--- config.mk ---
export PLATFORM = sky130hd
export DESIGN_NAME = mem_access_stage
export DESIGN_NICKNAME = d
export VERILOG_FILES = /design/src/rtl/mem_access_stage.sv
export SDC_FILE = /design/constraint.sdc
export NUM_CORES = 1
export LEC_CHECK = 0
export CORE_MARGIN = 2
export CORE_UTILIZATION = 39
export DETAILED_ROUTE_END_ITERATION = 6
export HOLD_SLACK_MARGIN = 0.06
export PLACE_DENSITY = 0.95
export SLEW_MARGIN = 40
export SYNTH_ARGS = -nofsm -noshare
export SYNTH_HDL_FRONTEND = slang
export SYNTH_SLANG_ARGS = --single-unit
export TNS_END_PERCENT = 30
--- constraint.sdc ---
create_clock -name clk -period 4 [get_ports clk]
set_input_delay 1 -clock clk [delete_from_list [all_inputs] [get_ports clk]]
set_output_delay 1 -clock clk [all_outputs]
set_load 0.01 [all_outputs]
--- src/rtl/mem_access_stage.sv ---
// ---------------------------------------------------------------------------
// mem_access_stage
//
// Pipeline MEM stage. It sits between the EX/MEM and MEM/WB registers and
// turns load/store control into a valid/ready request to the data cache. It
// then waits for the cache response and aligns and extends load data. While
// an access is outstanding it holds the upstream pipeline and MEM/WB frozen.
// It flags misaligned or illegal accesses and response timeouts.
//
// Parameters
//   DATA_W          datapath / address width (only 32 is supported)
//   TIMEOUT_CYC     cycles spent waiting for a response before bus_err_o
//
// Ports
//   clk, rst        rising-edge clock, synchronous active-high reset
//   mem_read_i      EX/MEM: instruction is a load
//   mem_write_i     EX/MEM: instruction is a store
//   funct3_i        EX/MEM: RV32I access size / sign encoding
//   addr_i          EX/MEM: effective byte address
//   wdata_i         EX/MEM: store data (rs2)
//   addr_o          addr_i passed straight through to MEM/WB
//   data_o          extended load result; non-zero only in the DONE cycle
//   dcache_stall_o  freezes IF..MEM/WB while an access is outstanding
//   misalign_o      current op is misaligned or uses an illegal funct3
//   bus_err_o       one-cycle pulse when the cache response timed out
//   dc_req_*        request channel to the data cache
//   dc_rsp_*        response channel from the data cache
// ---------------------------------------------------------------------------
module mem_access_stage #(
  parameter int DATA_W      = 32,
  parameter int TIMEOUT_CYC = 255
) (
  input  logic              clk,
  input  logic              rst,
  input  logic              mem_read_i,
  input  logic              mem_write_i,
  input  logic [2:0]        funct3_i,
  input  logic [DATA_W-1:0] addr_i,
  input  logic [DATA_W-1:0] wdata_i,
  output logic [DATA_W-1:0] addr_o,
  output logic [DATA_W-1:0] data_o,
  output logic              dcache_stall_o,
  output logic              misalign_o,
  output logic              bus_err_o,
  output logic              dc_req_valid_o,
  input  logic              dc_req_ready_i,
  output logic              dc_we_o,
  output logic [DATA_W-1:0] dc_addr_o,
  output logic [DATA_W-1:0] dc_wdata_o,
  output logic [3:0]        dc_wstrb_o,
  input  logic              dc_rsp_valid_i,
  input  logic [DATA_W-1:0] dc_rsp_rdata_i
);

  // The counter has to hold values up to TIMEOUT_CYC-1.
  localparam int              CNT_W    = $clog2(TIMEOUT_CYC + 1);
  localparam logic [CNT_W-1:0] CNT_LAST = CNT_W'(TIMEOUT_CYC - 1);

  typedef enum logic [1:0] {
    ST_IDLE,
    ST_REQ,
    ST_WAIT,
    ST_DONE
  } state_e;

  state_e              state_q, state_d;
  logic [CNT_W-1:0]    cnt_q, cnt_d;
  logic [DATA_W-1:0]   rdata_q, rdata_d;
  logic                bus_err_q, bus_err_d;

  logic                access_req;
  logic                is_byte;
  logic                is_half;
  logic                is_word;
  logic                is_unsigned;
  logic                funct3_legal;
  logic                addr_misaligned;
  logic                mem_op;
  logic                in_req;

  logic [7:0]          load_byte;
  logic [15:0]         load_half;
  logic [DATA_W-1:0]   load_ext;
  logic [DATA_W-1:0]   lane_wdata;
  logic [3:0]          lane_wstrb;

  // -------------------------------------------------------------------------
  // funct3 decode. The unsigned variants (100/101) exist only for loads, so
  // a store with those encodings is rejected as illegal.
  // -------------------------------------------------------------------------
  always_comb begin
    is_byte      = 1'b0;
    is_half      = 1'b0;
    is_word      = 1'b0;
    is_unsigned  = 1'b0;
    funct3_legal = 1'b0;
    case (funct3_i)
      3'b000: begin
        is_byte      = 1'b1;
        funct3_legal = 1'b1;
      end
      3'b001: begin
        is_half      = 1'b1;
        funct3_legal = 1'b1;
      end
      3'b010: begin
        is_word      = 1'b1;
        funct3_legal = 1'b1;
      end
      3'b100: begin
        is_byte      = 1'b1;
        is_unsigned  = 1'b1;
        funct3_legal = mem_read_i;
      end
      3'b101: begin
        is_half      = 1'b1;
        is_unsigned  = 1'b1;
        funct3_legal = mem_read_i;
      end
      default: begin
        funct3_legal = 1'b0;
      end
    endcase
  end

  assign access_req      = mem_read_i | mem_write_i;
  assign addr_misaligned = (is_half & addr_i[0]) | (is_word & (addr_i[1:0] != 2'b00));
  assign misalign_o      = access_req & (~funct3_legal | addr_misaligned);
  assign mem_op          = access_req & ~misalign_o;

  // -------------------------------------------------------------------------
  // Access FSM next-state logic. The timeout counter only advances in WAIT.
  // A response seen outside WAIT, including one that coincides with ready
  // in REQ, is dropped on purpose.
  // -------------------------------------------------------------------------
  always_comb begin
    state_d   = state_q;
    cnt_d     = cnt_q;
    rdata_d   = rdata_q;
    bus_err_d = 1'b0;
    case (state_q)
      ST_IDLE: begin
        if (mem_op) begin
          state_d = ST_REQ;
        end
      end
      ST_REQ: begin
        if (dc_req_ready_i) begin
          state_d = ST_WAIT;
          cnt_d   = '0;
        end
      end
      ST_WAIT: begin
        cnt_d = cnt_q + 1'b1;
        if (dc_rsp_valid_i) begin
          rdata_d = dc_rsp_rdata_i;
          state_d = ST_DONE;
        end else if (cnt_q == CNT_LAST) begin
          rdata_d   = '0;
          bus_err_d = 1'b1;
          state_d   = ST_DONE;
        end
      end
      ST_DONE: begin
        state_d = ST_IDLE;
      end
      default: begin
        state_d = ST_IDLE;
      end
    endcase
  end

  // -------------------------------------------------------------------------
  // State register. bus_err is registered so that its pulse lines up with
  // the DONE cycle in which MEM/WB captures the zeroed load result.
  // -------------------------------------------------------------------------
  always_ff @(posedge clk) begin
    if (rst) begin
      state_q   <= ST_IDLE;
      cnt_q     <= '0;
      rdata_q   <= '0;
      bus_err_q <= 1'b0;
    end else begin
      state_q   <= state_d;
      cnt_q     <= cnt_d;
      rdata_q   <= rdata_d;
      bus_err_q <= bus_err_d;
    end
  end

  // -------------------------------------------------------------------------
  // Load alignment and extension from the latched response word. The
  // EX/MEM inputs are held while stalled, so addr_i still selects the lane.
  // -------------------------------------------------------------------------
  always_comb begin
    load_byte = 8'h00;
    case (addr_i[1:0])
      2'b00:   load_byte = rdata_q[7:0];
      2'b01:   load_byte = rdata_q[15:8];
      2'b10:   load_byte = rdata_q[23:16];
      default: load_byte = rdata_q[31:24];
    endcase
    load_half = addr_i[1] ? rdata_q[31:16] : rdata_q[15:0];
    if (is_byte) begin
      load_ext = {{24{~is_unsigned & load_byte[7]}}, load_byte};
    end else if (is_half) begin
      load_ext = {{16{~is_unsigned & load_half[15]}}, load_half};
    end else begin
      load_ext = rdata_q;
    end
  end

  // -------------------------------------------------------------------------
  // Store lane replication and byte strobes. Sub-word stores are copied into
  // every lane so the cache only needs to look at the strobes.
  // -------------------------------------------------------------------------
  always_comb begin
    if (is_byte) begin
      lane_wdata = {4{wdata_i[7:0]}};
      lane_wstrb = 4'b0001 << addr_i[1:0];
    end else if (is_half) begin
      lane_wdata = {2{wdata_i[15:0]}};
      lane_wstrb = addr_i[1] ? 4'b1100 : 4'b0011;
    end else begin
      lane_wdata = wdata_i;
      lane_wstrb = 4'b1111;
    end
  end

  // Request fields are only driven while the request is presented, so the
  // cache side sees zeros whenever nothing is being asked of it.
  assign in_req         = (state_q == ST_REQ);
  assign dc_req_valid_o = in_req;
  assign dc_we_o        = in_req & mem_write_i;
  assign dc_addr_o      = in_req ? {addr_i[DATA_W-1:2], 2'b00} : '0;
  assign dc_wdata_o     = (in_req & mem_write_i) ? lane_wdata : '0;
  assign dc_wstrb_o     = (in_req & mem_write_i) ? lane_wstrb : 4'b0000;

  // The stall drops in DONE so MEM/WB advances exactly once per access.
  assign dcache_stall_o = mem_op & (state_q != ST_DONE);
  assign addr_o         = addr_i;
  assign data_o         = ((state_q == ST_DONE) && mem_read_i) ? load_ext : '0;
  assign bus_err_o      = bus_err_q;

endmodule
; Word-level counts from Yosys, hierarchy flattened
; Cells that the tools add are included.
[op_classes]
shift = 1
addsub = 1
reduce_logical = 15
mux = 28
n_bitwise = 15
eq_ne = 14
[ops]
columns = op, n
row1 = $mux W32, 9
row2 = $pmux W8 S3, 1
row3 = $mux W16, 1
row4 = $mux W4, 4
row5 = $pmux W8 S2, 1
row6 = $add A8 B1 Y8 const B, 1
row7 = $and A1 B1 Y1, 8
row8 = $eq A8 B8 Y1 const B, 1
row9 = $mux W2, 4
row10 = $mux W8, 1
row11 = $pmux W2 S4, 1
row12 = $eq A2 B2 Y1 const B, 3
row13 = $eq A3 B3 Y1 const B, 2
row14 = $ne A2 B2 Y1 const B, 3
row15 = $reduce_bool A2 Y1, 3
row16 = $reduce_or A2 Y1, 3
row17 = $reduce_or A3 Y1, 2
row18 = $mux W1, 5
row19 = $eq A2 B1 Y1 const B, 2
row20 = $logic_not A2 Y1, 2
row21 = $not A1 Y1, 4
row22 = $reduce_and A2 Y1, 2
row23 = $shl A1 B2 Y4 const A, 1
row24 = $eq A3 B1 Y1 const B, 1
row25 = other kinds (7), 9
[word_totals]
input_bits = 105
output_inout_bits = 137
ff_bits = 43
word_cells = 78

; Depth between registers and ports, before layout
[logic_depth]
word_depth = 11
ltp_mapped = 7
depth_no_buf = 6

; Worst setup path before layout
; OpenSTA, ideal clock, no wires.
[synth_path]
path_kind = input to output
start = in addr_i[1]
end = out data_o[21]
arrival_ns = 2.213
stages = 6
slack_ns = 0.787
n_path_buf = 2
t_required_ns = 3.000
path_cell_list = buf_6 mux4_2 mux2i_4 nor4_4 buf_6 a21o_1
[synth_between]
elab_chain_cells = 5
elab_cells_between_ends = 10
classes_between = eq/ne (2) / mux (5) / bitwise (2) / reduce/logical (1)
[synth_rtl]
columns = element, line_no
row1 = start: declaration, 38  ; input logic [DATA_W-1:0] addr_i,
row2 = $eq A2 B2 Y1 (tied with other cells), 197  ; case (addr_i[1:0])
row3 = $pmux W8 S3 / $and A1 B1 Y1 (equally long branches), "197, 207"
row4 = $and A1 B1 Y1 / $mux W32 (equally long branches), "205, 206"
row5 = $mux W32 *, 204  ; if (is_byte) begin
row6 = $mux W32 *, 242  ; assign data_o = ((state_q == ST_DONE) && mem_read_i) ? load_ext : '0;
row7 = end: declaration, 41  ; output logic [DATA_W-1:0] data_o,
; Every way passes the cells marked *; elsewhere a longest branch is shown, timed or not.

; Worst setup path in the final report
[layout_path]
start = in addr_i[0]
end = out data_o[4]
[layout_between]
elab_chain_cells = 4
elab_cells_between_ends = 6
classes_between = eq/ne (2) / mux (3) / reduce/logical (1)
[layout_rtl]
columns = element, line_no
row1 = $eq A2 B2 Y1 (tied with other cells), 197
row2 = $pmux W8 S3 *, 197
row3 = $mux W32 *, 204
row4 = $mux W32 *, 242
; Marked as above.

==> impl_metrics.tcl <==
set metrics [dict create \
    status "finished clean" \
    htreeDepth 2 \
    cts_buffer_depth 2 \
    die-area_sq_um 9890 \
    port_buffers 239 \
    grt_max_degree 44 \
    min_from "rdata_q[1]$_SDFFE_PP0P_" \
    gr-total-overflow 0 \
    r2r_cells 7 \
    area_growth_pct 72.6 \
    ctsRootBufferMaster "clkbuf_8" \
    initialDrtViolationCount 348 \
    dp_hpwl_mm 12.0 \
    hold_violations 0 \
    synth_edf_count 0 \
    ant_nets 0 \
    critPathCaptureType "output pin" \
    num_rows 34 \
    regArea_sq_um 861 \
    initial_utilization 0.405 \
    reg2reg_from "state_q[1]$_SDFFE_PP0P_" \
    grtUsageMet1 0.365 \
    cts_hold_buf 0 \
    finalCritPeriodShare 0.982 \
    cap_violations 0 \
    clock_sinks 43 \
    yosys.area.top_type "dfxtp_1" \
    syn-instance-count 501 \
    synthMostInstantiatedCell "nand2_1" \
    drive_gt1_frac 0.106 \
    path_clk_slew_ns 0.09 \
    placed_cells 819 \
    hold-path-endpoint "rdata_q[1]$_SDFFE_PP0P_" \
    yosys_warnings 0 \
    seq_area_frac_synth 0.242 \
    worstMarginPinSlew_ns 0.512 \
    rsz0062_at_grt "no" \
    hold_depth 2 \
    ios 242 \
    slew_headroom 0.649 \
    cp.arrival_ns 2.93 \
    first_pass_iters 5 \
    core-area_sq_um 8760 \
    grt_pass1_wl_mm 23.6 \
    timing.hold.ws_ns 0.504 \
    max_freq_mhz 255 \
    cts_buffers 5 \
    crit_path_max_fanout 6 \
    cts_tree "yes" \
    synthTopCellsByArea "dfxtp_1 (24%), a21oi_1 (7.7%), nand2_1 (7.6%)" \
    vias 4620 \
    grt_use_met2 0.511 \
    ys_types 47 \
    synth.avg_cell_area_sq_um 7.09 \
    grt_use_total 0.294 \
    use_met3 0.0541 \
    busiest_layer "met2" \
    viasPerCell 5.57 \
    synth_area_sq_um 3550 \
    hold_class "reg2reg" \
    synth_flop_cell "dfxtp_1" \
    crit_required_ns 3.00 \
    ir_drop_mv 0.207 \
    worst-setup-path-type "in2out" \
    fin_cells 829 \
    setup_slack_ns 0.0720 \
    multi_input_area_sq_um 2260 \
    fp.dieH_um 99.4 \
    crit_path_start_kind "primary input" \
    final_util 0.700 \
    dp_slack_ns -0.271 \
    r2r-end "cnt_q[5]$_SDFFE_PP0P_" \
    post-route-min-period_ns 3.93 \
    clock_skew_ns 0.0101 \
    synthTopCellsByCount "nand2_1 (72), a21oi_1 (55), dfxtp_1 (43), o21ai_0 (43), nor2_1 (37)" \
    reg2reg_slack_ns 1.99 \
    routed_wl_mm 15.2 \
    wl_per_cell_um 18.3 \
    gp_congestion 0.967 \
    ys_seq_elements 43 \
    power_density_nw_per_um2 313 \
    finalSetupViolations 0 \
    drcViolationCount 0 \
    slew_viol_final 0 \
    antenna_found_initial 1 \
    clk_latency_ns 0.31 \
    die_x_um 99.4 \
    grt_pass1_vias 4613 \
    nets 831 \
    fill_cells 682 \
    synth_async_sr_flop_share 0 \
    netlist.area_leader.share 0.242 \
    power.leakage_nw 2.43 \
]
report_power, final:
group / switching, mW / internal (mW) / leakage [nW] / total (mW)
combinational: 0.526 / 0.581 / 2.04 / 1.11
clock: 0.166 / 0.125 / 0.0443 / 0.291
sequential: 0.0481 / 0.470 / 0.347 / 0.518
cells in the final DEF (no fill, tap or decap), drive strengths merged, types with 9 or more instances in the layout:
master / n
mux2i: 20
o22ai: 12
dfxtp: 43
a21o: 16
o21ai: 44
and3: 11
and2: 35
nor2: 37
a21oi: 55
mux2: 9
clkdlybuf4s50: 234
inv: 9
buf: 45
nand2: 72
a211oi: 10
what timing repair did:
action	in CTS	in global routing
buffers inserted	1	0
endpoints found under the setup margin	33	2
gates resized for setup	8	1
endpoints found under the hold margin	0	0
pin swaps	0	1
metrics by stage:
step | setup TNS, ns | cell area [sq um] | power [mW]
after floorplan | 0 | 3560 | 1.05
after global placement | -3.58 | 6020 | 1.58
after detailed placement | -5.03 | 6020 | 1.63
after CTS | 0 | 6120 | 1.91
after global routing | 0 | 6130 | 2.02
final | 0 | 6130 | 1.92
flip-flops by register name (all words and copies together) (netlist names):
signal and flops:
rdata_q 32, cnt_q 8, state_q 2, bus_err_o 1
how the worst max path moves through the flow:
stage | cells past startpoint | end | start
after floorplan | 6 | data_o[21] | addr_i[1]
after global placement | 9 | data_o[4] | addr_i[1]
after detailed placement | 9 | data_o[4] | addr_i[1]
after CTS | 9 | data_o[4] | addr_i[1]
after global routing | 8 | data_o[30] | addr_i[1]
final | 8 | data_o[4] | addr_i[0]
per-layer routing:
| layer | wire length, um | up-vias |
|---|---|---|
| met5 | 0 | - |
| met4 | 434 | 0 |
| met1 | 5980 | 2153 |
| met2 | 7450 | 274 |
| met3 | 1340 | 46 |
| li1 | - | 2147 |
final cells by class:
cell class / instances / share of cell area
timing repair buffer: 284 / 0.448
multi-input combinational: 376 / 0.368
sequential: 43 / 0.140
tap: 108 / 0.0220
clock buffer: 5 / 0.0112
inverter: 9 / 0.00551
clock inverter: 3 / 0.00408
antenna: 1 / 0.000408
logic make-up (layout without fill, tap and decap cells):
kind of cell / count (synthesis) / in the layout / share of synthesized area
mux: 30 / 30 / 0.0948
buf+inv: 83 / 301 / 0.131
simple gates: 180 / 180 / 0.245
fa+ha+maj: 7 / 7 / 0.0247
flops: 43 / 43 / 0.242
xor+xnor: 5 / 5 / 0.0123
other cells: 1 / 3 / 0.00106
compound gates: 152 / 152 / 0.249
critical path, stage by stage:
cell and delay, ns:
dlygate4sd2_1 0.32, buf_4 0.18, buf_4 0.15, nand3_1 0.14, o22ai_1 0.12, a211oi_2 0.31, buf_4 0.16, clkdlybuf4s50_1 0.54
Power figures use the tool's default switching activity.
